File: src/rtl/rv32i_types.sv
// Shared pipeline-control types: controller FSM states and the per-stage load/flush bundle.
package rv32i_types;

  typedef enum logic [1:0] {
    RUN      = 2'd0,
    MD_WAIT  = 2'd1,
    IF_DRAIN = 2'd2
  } ctrl_state_t;

  typedef struct packed {
    logic pc_load;
    logic if_id_load;
    logic if_id_flush;
    logic id_ex_load;
    logic id_ex_flush;
    logic ex_mem_load;
    logic ex_mem_flush;
    logic mem_wb_load;
    logic mem_wb_flush;
  } pipe_ctrl_t;

  // A flush only takes effect together with its load, so every flush bit below pairs with load=1.
  localparam pipe_ctrl_t CTRL_HOLD      = 9'b0_00_00_00_00;
  localparam pipe_ctrl_t CTRL_RUN       = 9'b1_10_10_10_10;
  localparam pipe_ctrl_t CTRL_MD_BUBBLE = 9'b0_00_00_00_11;
  localparam pipe_ctrl_t CTRL_REDIRECT  = 9'b1_11_11_10_10;
  localparam pipe_ctrl_t CTRL_IF_STALL  = 9'b0_11_10_10_10;
  localparam pipe_ctrl_t CTRL_LOAD_USE  = 9'b0_00_11_10_10;

endpackage

File: src/rtl/perf_counter.sv
// Free-running event counter with enable and synchronous clear; wraps modulo 2^WIDTH.
module perf_counter #(
  parameter int WIDTH = 32
) (
  input  logic             clk,
  input  logic             i_clr,
  input  logic             i_en,
  output logic [WIDTH-1:0] o_count
);

  logic [WIDTH-1:0] r_count;

  always_ff @(posedge clk) begin
    if (i_clr) begin
      r_count <= '0;
    end else if (i_en) begin
      r_count <= r_count + WIDTH'(1);
    end
  end

  assign o_count = r_count;

endmodule

File: src/rtl/pipeline_ctrl.sv
// Five-stage pipeline hazard controller: per-stage load/flush generation, mul/div and
// fetch-drain waits, a sticky pending redirect, and stall/flush performance counters.
module pipeline_ctrl
  import rv32i_types::*;
#(
  parameter int CNT_WIDTH = 32
) (
  input  logic                 clk,
  input  logic                 rst,
  input  logic                 imem_req,
  input  logic                 imem_resp,
  input  logic                 dmem_req,
  input  logic                 dmem_resp,
  input  logic                 load_use,
  input  logic                 redirect,
  input  logic                 md_start,
  input  logic                 md_done,
  output logic                 pc_load,
  output logic                 if_id_load,
  output logic                 if_id_flush,
  output logic                 id_ex_load,
  output logic                 id_ex_flush,
  output logic                 ex_mem_load,
  output logic                 ex_mem_flush,
  output logic                 mem_wb_load,
  output logic                 mem_wb_flush,
  output logic [CNT_WIDTH-1:0] stall_cycles,
  output logic [CNT_WIDTH-1:0] flush_events
);

  ctrl_state_t r_state;
  ctrl_state_t w_state_next;
  logic        r_redirect_pending;
  pipe_ctrl_t  w_ctrl;
  logic        w_mem_stall;
  logic        w_if_stall;
  logic        w_redir;
  logic        w_apply_redir;
  logic        w_run_eval;
  logic        w_md_check;

  assign w_mem_stall = dmem_req & ~dmem_resp;
  assign w_if_stall  = imem_req & ~imem_resp;
  assign w_redir     = redirect | r_redirect_pending;

  always_comb begin
    w_ctrl        = CTRL_HOLD;
    w_state_next  = r_state;
    w_apply_redir = 1'b0;
    w_run_eval    = 1'b0;
    w_md_check    = 1'b0;
    case (r_state)
      RUN: begin
        w_run_eval = 1'b1;
        w_md_check = 1'b1;
      end
      MD_WAIT: begin
        // On completion the RUN rules apply this same cycle, minus the mul/div check.
        if (md_done) begin
          w_run_eval = 1'b1;
        end else if (!w_mem_stall) begin
          w_ctrl = CTRL_MD_BUBBLE;
        end
      end
      IF_DRAIN: begin
        if (imem_resp && !w_mem_stall) begin
          w_ctrl        = CTRL_REDIRECT;
          w_apply_redir = 1'b1;
          w_state_next  = RUN;
        end
      end
      default: w_state_next = RUN;
    endcase

    if (w_run_eval) begin
      w_state_next = RUN;
      if (w_mem_stall) begin
        w_ctrl = CTRL_HOLD;
      end else if (w_md_check && md_start && !md_done) begin
        w_ctrl       = CTRL_MD_BUBBLE;
        w_state_next = MD_WAIT;
      end else if (w_redir && w_if_stall) begin
        w_ctrl       = CTRL_HOLD;
        w_state_next = IF_DRAIN;
      end else if (w_redir) begin
        w_ctrl        = CTRL_REDIRECT;
        w_apply_redir = 1'b1;
      end else if (w_if_stall) begin
        w_ctrl = CTRL_IF_STALL;
      end else if (load_use) begin
        w_ctrl = CTRL_LOAD_USE;
      end else begin
        w_ctrl = CTRL_RUN;
      end
    end

    if (rst) begin
      w_ctrl = CTRL_HOLD;
    end
  end

  // Any redirect not consumed by a flush this cycle is remembered until one is applied.
  always_ff @(posedge clk) begin
    if (rst) begin
      r_state            <= RUN;
      r_redirect_pending <= 1'b0;
    end else begin
      r_state            <= w_state_next;
      r_redirect_pending <= w_apply_redir ? 1'b0 : (r_redirect_pending | redirect);
    end
  end

  perf_counter #(.WIDTH(CNT_WIDTH)) u_stall_cnt (
    .clk     (clk),
    .i_clr   (rst),
    .i_en    (~w_ctrl.pc_load),
    .o_count (stall_cycles)
  );

  perf_counter #(.WIDTH(CNT_WIDTH)) u_flush_cnt (
    .clk     (clk),
    .i_clr   (rst),
    .i_en    (w_apply_redir),
    .o_count (flush_events)
  );

  assign pc_load      = w_ctrl.pc_load;
  assign if_id_load   = w_ctrl.if_id_load;
  assign if_id_flush  = w_ctrl.if_id_flush;
  assign id_ex_load   = w_ctrl.id_ex_load;
  assign id_ex_flush  = w_ctrl.id_ex_flush;
  assign ex_mem_load  = w_ctrl.ex_mem_load;
  assign ex_mem_flush = w_ctrl.ex_mem_flush;
  assign mem_wb_load  = w_ctrl.mem_wb_load;
  assign mem_wb_flush = w_ctrl.mem_wb_flush;

endmodule

File: config.mk
export PLATFORM = sky130hd
export DESIGN_NAME = pipeline_ctrl
export DESIGN_NICKNAME = d
export VERILOG_FILES = /design/src/rtl/rv32i_types.sv /design/src/rtl/perf_counter.sv /design/src/rtl/pipeline_ctrl.sv
export SDC_FILE = /design/constraint.sdc
export NUM_CORES = 1
export LEC_CHECK = 0
export CORE_AREA = 5 5 87 89
export CTS_BUF_LIST = sky130_fd_sc_hd__clkbuf_4
export DETAILED_ROUTE_END_ITERATION = 6
export DIE_AREA = 0 0 92 94
export GPL_TIMING_DRIVEN = 0
export PLACE_DENSITY = 0.86
export SETUP_SLACK_MARGIN = 0.05
export SYNTH_ARGS = -nofsm -noshare
export SYNTH_HDL_FRONTEND = slang
export SYNTH_SLANG_ARGS = --single-unit
File: constraint.sdc
create_clock -name clk -period 4.15 [get_ports clk]
set_input_delay 0.83 -clock clk [delete_from_list [all_inputs] [get_ports clk]]
set_output_delay 0.83 -clock clk [all_outputs]
set_load 0.01 [all_outputs]
== After elaboration in Yosys (flattened, before gate mapping) ==
Index checks and enable logic that the tools add are counted.
Widths: inputs -> output; s select.

* $add $sub $neg: 2
* Equal/unequal tests: 4
* Mux-type cells: 28
* Bitwise logic cells: 5
* Reduce and logical (&&, ||, !) cells: 10

{| class="wikitable"
|+ Operators by type and width
! operator !! number
|-
| $mux 9 || 9
|-
| $add 32x1->32 const B || 2
|-
| $pmux 9 s2 || 1
|-
| $mux 2 || 7
|-
| $mux 1 || 9
|-
| $logic_and 1x1->1 || 4
|-
| $pmux 2 s2 || 1
|-
| $reduce_or 2->1 || 2
|-
| $ne 3x3->1 const B || 1
|-
| $and 1x1->1 || 2
|-
| $eq 2x1->1 const B || 1
|-
| $eq 2x2->1 const B || 1
|-
| $logic_not 1->1 || 2
|-
| $logic_not 2->1 || 1
|-
| $ne 2x1->1 const B || 1
|-
| $not 1->1 || 2
|-
| $pmux 1 s2 || 1
|-
| $reduce_and 2->1 || 1
|-
| $or 1x1->1 || 1
|}

* Flip-flop bits (word level): 67
* Bits of input ports: 10
* Output and inout bits: 73

== Longest topological paths before layout ==
* Depth after elaboration: 12
* Gate-level depth with buffers: 10
* Gate-level depth less buffers: 8

== Cells and area by module ==
A second synthesis with hierarchy kept.

* Cell total of the unflattened synthesis: 420
* Area total of the unflattened synthesis: 3553.4 µm²

{| class="wikitable"
|+ By module, submodules not included
! module !! times used !! cells each !! area each (µm²) !! sequential area each (µm²)
|-
| perf_counter || 2 || 181 || 1564.0 || 640.6
|-
| pipeline_ctrl || 1 || 58 || 425.4 || 60.1
|}

== Worst setup path after synthesis ==
OpenSTA, ideal clock, no wires.

* Path type: input -> register
* Start: input port redirect
* End: register u_flush_cnt.r_count[31], in the netlist u_flush_cnt.o_count[31]
* Setup time: 0.070 ns
* Data arrival time: 2.813 ns
* Required time: 4.080 ns
* Setup slack: 1.267 ns
* Stages: 9
* Path through: nor2_1 -> inv_1 -> ha_1 -> o21bai_1 -> o32ai_4 -> nand3_1 -> buf_2 -> or4_1 -> a21oi_1

* Cells in the longest elaborated chain, start to end: 6

{| class="wikitable"
|+ RTL lines
! element !! RTL line !! RTL
|-
| from (decl) || pipeline_ctrl.sv:15 || <nowiki>input logic redirect,</nowiki>
|-
| $or 1x1->1 * || pipeline_ctrl.sv:44 || <nowiki>assign w_redir = redirect | r_redirect_pending;</nowiki>
|-
| net w_redir || pipeline_ctrl.sv:37 || <nowiki>logic w_redir;</nowiki>
|-
| $mux 1 / $logic_and 1x1->1 (equally long branches) || pipeline_ctrl.sv:85, pipeline_ctrl.sv:82 ||
|-
| $mux 1 * || pipeline_ctrl.sv:82 || <nowiki>end else if (w_redir && w_if_stall) begin</nowiki>
|-
| $mux 1 * || pipeline_ctrl.sv:79 || <nowiki>end else if (w_md_check && md_start && !md_done) begin</nowiki>
|-
| $mux 1 * || pipeline_ctrl.sv:77 || <nowiki>if (w_mem_stall) begin</nowiki>
|-
| $mux 1 * || pipeline_ctrl.sv:75 || <nowiki>if (w_run_eval) begin</nowiki>
|-
| to (signal assigned) || perf_counter.sv:17 || <nowiki>r_count <= r_count + WIDTH'(1);</nowiki>
|-
| to (decl) || perf_counter.sv:11 || <nowiki>logic [WIDTH-1:0] r_count;</nowiki>
|}

Mark *: on every way through the listed nets, which the timed path passes. The rest lies on a longest branch.
A chain may end at the register's enable or synchronous reset.

== Worst setup path in the final report ==
* Start: input port redirect
* End: output port id_ex_load

* Cells in the longest elaborated chain, start to end: 7

{| class="wikitable"
|+ RTL lines
! element !! RTL line !! RTL
|-
| $or 1x1->1 * || pipeline_ctrl.sv:44 ||
|-
| net w_redir || pipeline_ctrl.sv:37 ||
|-
| $mux 9 / $logic_and 1x1->1 (equally long branches) || pipeline_ctrl.sv:85, pipeline_ctrl.sv:82 ||
|-
| $mux 9 * || pipeline_ctrl.sv:82 ||
|-
| $mux 9 * || pipeline_ctrl.sv:79 ||
|-
| $mux 9 * || pipeline_ctrl.sv:77 ||
|-
| $mux 9 * || pipeline_ctrl.sv:75 ||
|-
| $mux 9 * || pipeline_ctrl.sv:97 || <nowiki>if (rst) begin</nowiki>
|-
| to (decl) || pipeline_ctrl.sv:21 || <nowiki>output logic id_ex_load,</nowiki>
|}

Marked as above.

==> summary.md <==
| Metric | Value |
|---|---|
| CTS tree | `done` |
| Rel. slew slack | `62.8%` |
| VDD IR max | `0.000174 V` |
| Routed wire length | `9.96 mm` |
| Die width | `92 um` |
| Ranking of synthesized cells by area | `dfxtp_1 (37%), nand4_1 (4.7%), or4_1 (4.4%)` |
| CTS sink count | `67` |
| Commonest cells in the synthesized netlist | `dfxtp_1 (67), nand2_1 (36), nor2_1 (34)` |
| Sequential share of power | `48.4%` |
| Vias/cell | `6.27` |
| Most used cell, CP | `clkdlybuf4s50_1` |
| Syn_area_per_cell | `8.28 sq um` |
| DR WL/cell | `16.3 um` |
| Part of the Yosys area used for sequential elements | `37.2%` |
| Clock network power share | `40.4%` |
| Yosys Warn Count | `0` |
| IO Count | `83` |
| Post-CTS Hold Fix Bufs | `0` |
| Clk_lat worst skew | `0.42 ns` |
| Dominant synthesized flop cell | `dfxtp_1` |
| Sw Ratio | `25.4%` |
| Worst Tran Pin Value | `0.553 ns` |
| Netlist cell types | `48` |
| TNS Setup | `0 ns` |
| Core ar. | `0.00668 sq mm` |
| Final Hold Vio Count | `0` |
| Setup bufs post-CTS | `0` |
| Most common cell in the netlist | `dfxtp_1` |
| Setup CP Type | `primary input to output port` |
| P per Cell Area | `291 mW/mm^2` |
| Final #Nets | `542` |
| Final Max Tran Viols | `0` |
| H-tree Lvls | `3` |
| Switching pwr | `346 uW` |
| Total of max-cap violations | `0` |
| Period utilization | `94.4%` |
| Syn Inst Count | `435` |
| Internal power | `1020 uW` |
| Synthesized Nets | `451` |
| Vias in the first global route | `3559` |
| Seq cells post-synth | `67` |
| Starting Density | `53.9%` |
| ANT nets after route | `0` |
| Clock Skew | `0.0102 ns` |
| Hpwl dp | `7.31 mm` |
| Mapped Area | `0.00360 sq mm` |
| Area leader, netlist | `dfxtp_1` |
| Crit start category | `primary input` |
| Layout filler cell count | `544` |
| First-pass GRT wire length | `16.5 mm` |
| CP endpoint kind | `output port` |
| Status | `finished clean` |
| FMAX | `255 MHz` |
| Peak per-stage delay on the critical path | `0.53 ns` |
| Slowest CP cell | `clkdlybuf4s50_1` |
| Post-synth top area share | `37.2%` |
| Largest net degree at the start of global routing | `13` |
| Reg clk slew, reported paths | `0.12 ns` |
| Min Tclk post-route | `3.92 ns` |
| Router iterations before antenna repair | `5` |
| Worst-path cell chain | `clkdlybuf4s50_1 > nor2_1 > inv_1 > ha_1 > o31ai_1 > and3_1 > buf_4 > clkdlybuf4s50_1` |
| Pwr Total | `1360 uW` |
| Layout cell share with drive strength beyond 1 | `7.34%` |
| Initial antenna violation count | `0` |
| Worst-path maximum fanout | `6` |
| IO Port Bufs | `80` |
| CTS root buf | `clkbuf_4` |
| FFs w/ async S/R, synth | `0%` |
| Gpl congestion | `0.875` |
| 1st-iter DRT viols | `175` |
| Die area | `0.00865 sq mm` |
| Setup violations, final | `0` |
| Req. time, crit path | `3.32 ns` |
| RSZ-0062 raised after global routing | `no` |
| CTS Buffer Depth | `2` |
| TritonCTS buffer count | `9` |
| Total global routing overflow | `0` |
| Gr usage total | `23.4%` |
| Static Leak | `0.00159 uW` |
| Die Y-Extent | `94 um` |
| EDFF count, synth | `0` |
| Hold/Removal Path Class | `flop to flop` |
| Layout area overhead | `30.4%` |
| DRC viols | `0` |
| # diodes | `0` |
| Critical path arrival | `3.09 ns` |
| Comb power frac | `11.2%` |
| Num rows | `30` |
| Vias | `3829` |
==> registers in the layout, summed over array words and instances, names as in the netlist <==
register,flops
r_state,2
r_redirect_pending,1
u_stall_cnt.o_count,32
u_flush_cnt.o_count,32
==> worst max-delay path, delay by kind of cell <==
| kind | cells | cell delay (ns) |
|---|---|---|
| fa+ha+maj | 1 | 0.26 |
| simple gates | 2 | 0.56 |
| compound gates | 1 | 0.24 |
| buf+inv | 4 | 1.20 |
==> cell usage in the layout (no fill, tap or decap), types with 14 or more instances in the layout <==
| cell type | synthesis | layout |
|---|---|---|
| or4_1 | 21 | 21 |
| nand2_1 | 36 | 36 |
| a21oi_1 | 30 | 30 |
| clkbuf_1 | 17 | 17 |
| xor2_1 | 14 | 14 |
| nor2_1 | 34 | 33 |
| inv_1 | 14 | 14 |
| clkdlybuf4s50_1 | 0 | 80 |
| nand4_1 | 27 | 27 |
| dfxtp_1 | 67 | 67 |
| nand3_1 | 24 | 24 |
==> kinds of logic after synthesis <==
logic type | synth area share (%)
simple gates | 30.9
other cells | 0.104
xor+xnor | 5.35
flops | 37.2
compound gates | 19.5
buf+inv | 4.83
fa+ha+maj | 2.08
==> cell type report <==
class                      instances  area (sq um)  area share (%)
clock buffer                       9          67.6            1.44
sequential                        67          1340            28.6
timing repair buffer              80           801            17.0
tap                               80           100            2.13
inverter                          14          52.6            1.12
buffer                            26           121            2.58
clock inverter                     7           116            2.48
multi-input combinational        328          2100            44.6
==> routing by layer <==
layer,track usage [%],routed length (um)
met5,0,0
met4,9.65,201
met3,4.41,722
met2,39.8,4800
met1,28.9,4230
==> worst paths after layout <==
path / startpoint / end / slack, ns / depth (start not counted)
max: redirect / id_ex_load / 0.23 / 8
min: u_flush_cnt.o_count[31]$_SDFFE_PP0P_ / u_flush_cnt.o_count[31]$_SDFFE_PP0P_ / 0.49 / 2
max reg2reg: r_redirect_pending$_SDFF_PP0_ / u_flush_cnt.o_count[30]$_SDFFE_PP0P_ / 1.38 / 8
min reg2reg: u_flush_cnt.o_count[31]$_SDFFE_PP0P_ / u_flush_cnt.o_count[31]$_SDFFE_PP0P_ / 0.49 / 2
==> metrics by stage <==
stage	cells	instance area, sq um	hold WS (ns)	setup slack (ns)	utilization (%)
floorplan	435	3600	0.481	1.27	-
global placement	595	4500	0.460	0.0834	67.4
detailed placement	595	4500	0.472	0.0435	67.4
CTS	611	4690	0.493	0.180	70.2
global route	611	4700	0.533	0.149	70.3
finish	611	4700	0.487	0.232	70.3
==> power groups by stage <==
stage                     registers (uW)  logic [uW]  clock network, uW
final                                661         153                551
after global routing                 662         166                590
after CTS                            660         151                559
after detailed placement             675         150                  0
after global placement               674         146                  0
after floorplan                      675        86.8                  0
==> repair_timing <==
action | in CTS | in global routing
cloned | 0 | 0
pin swaps | 0 | 0
gates resized for setup | 1 | 1
setup endpoints to repair | 1 | 2
No activity file was read; power rests on OpenSTA's default activity.
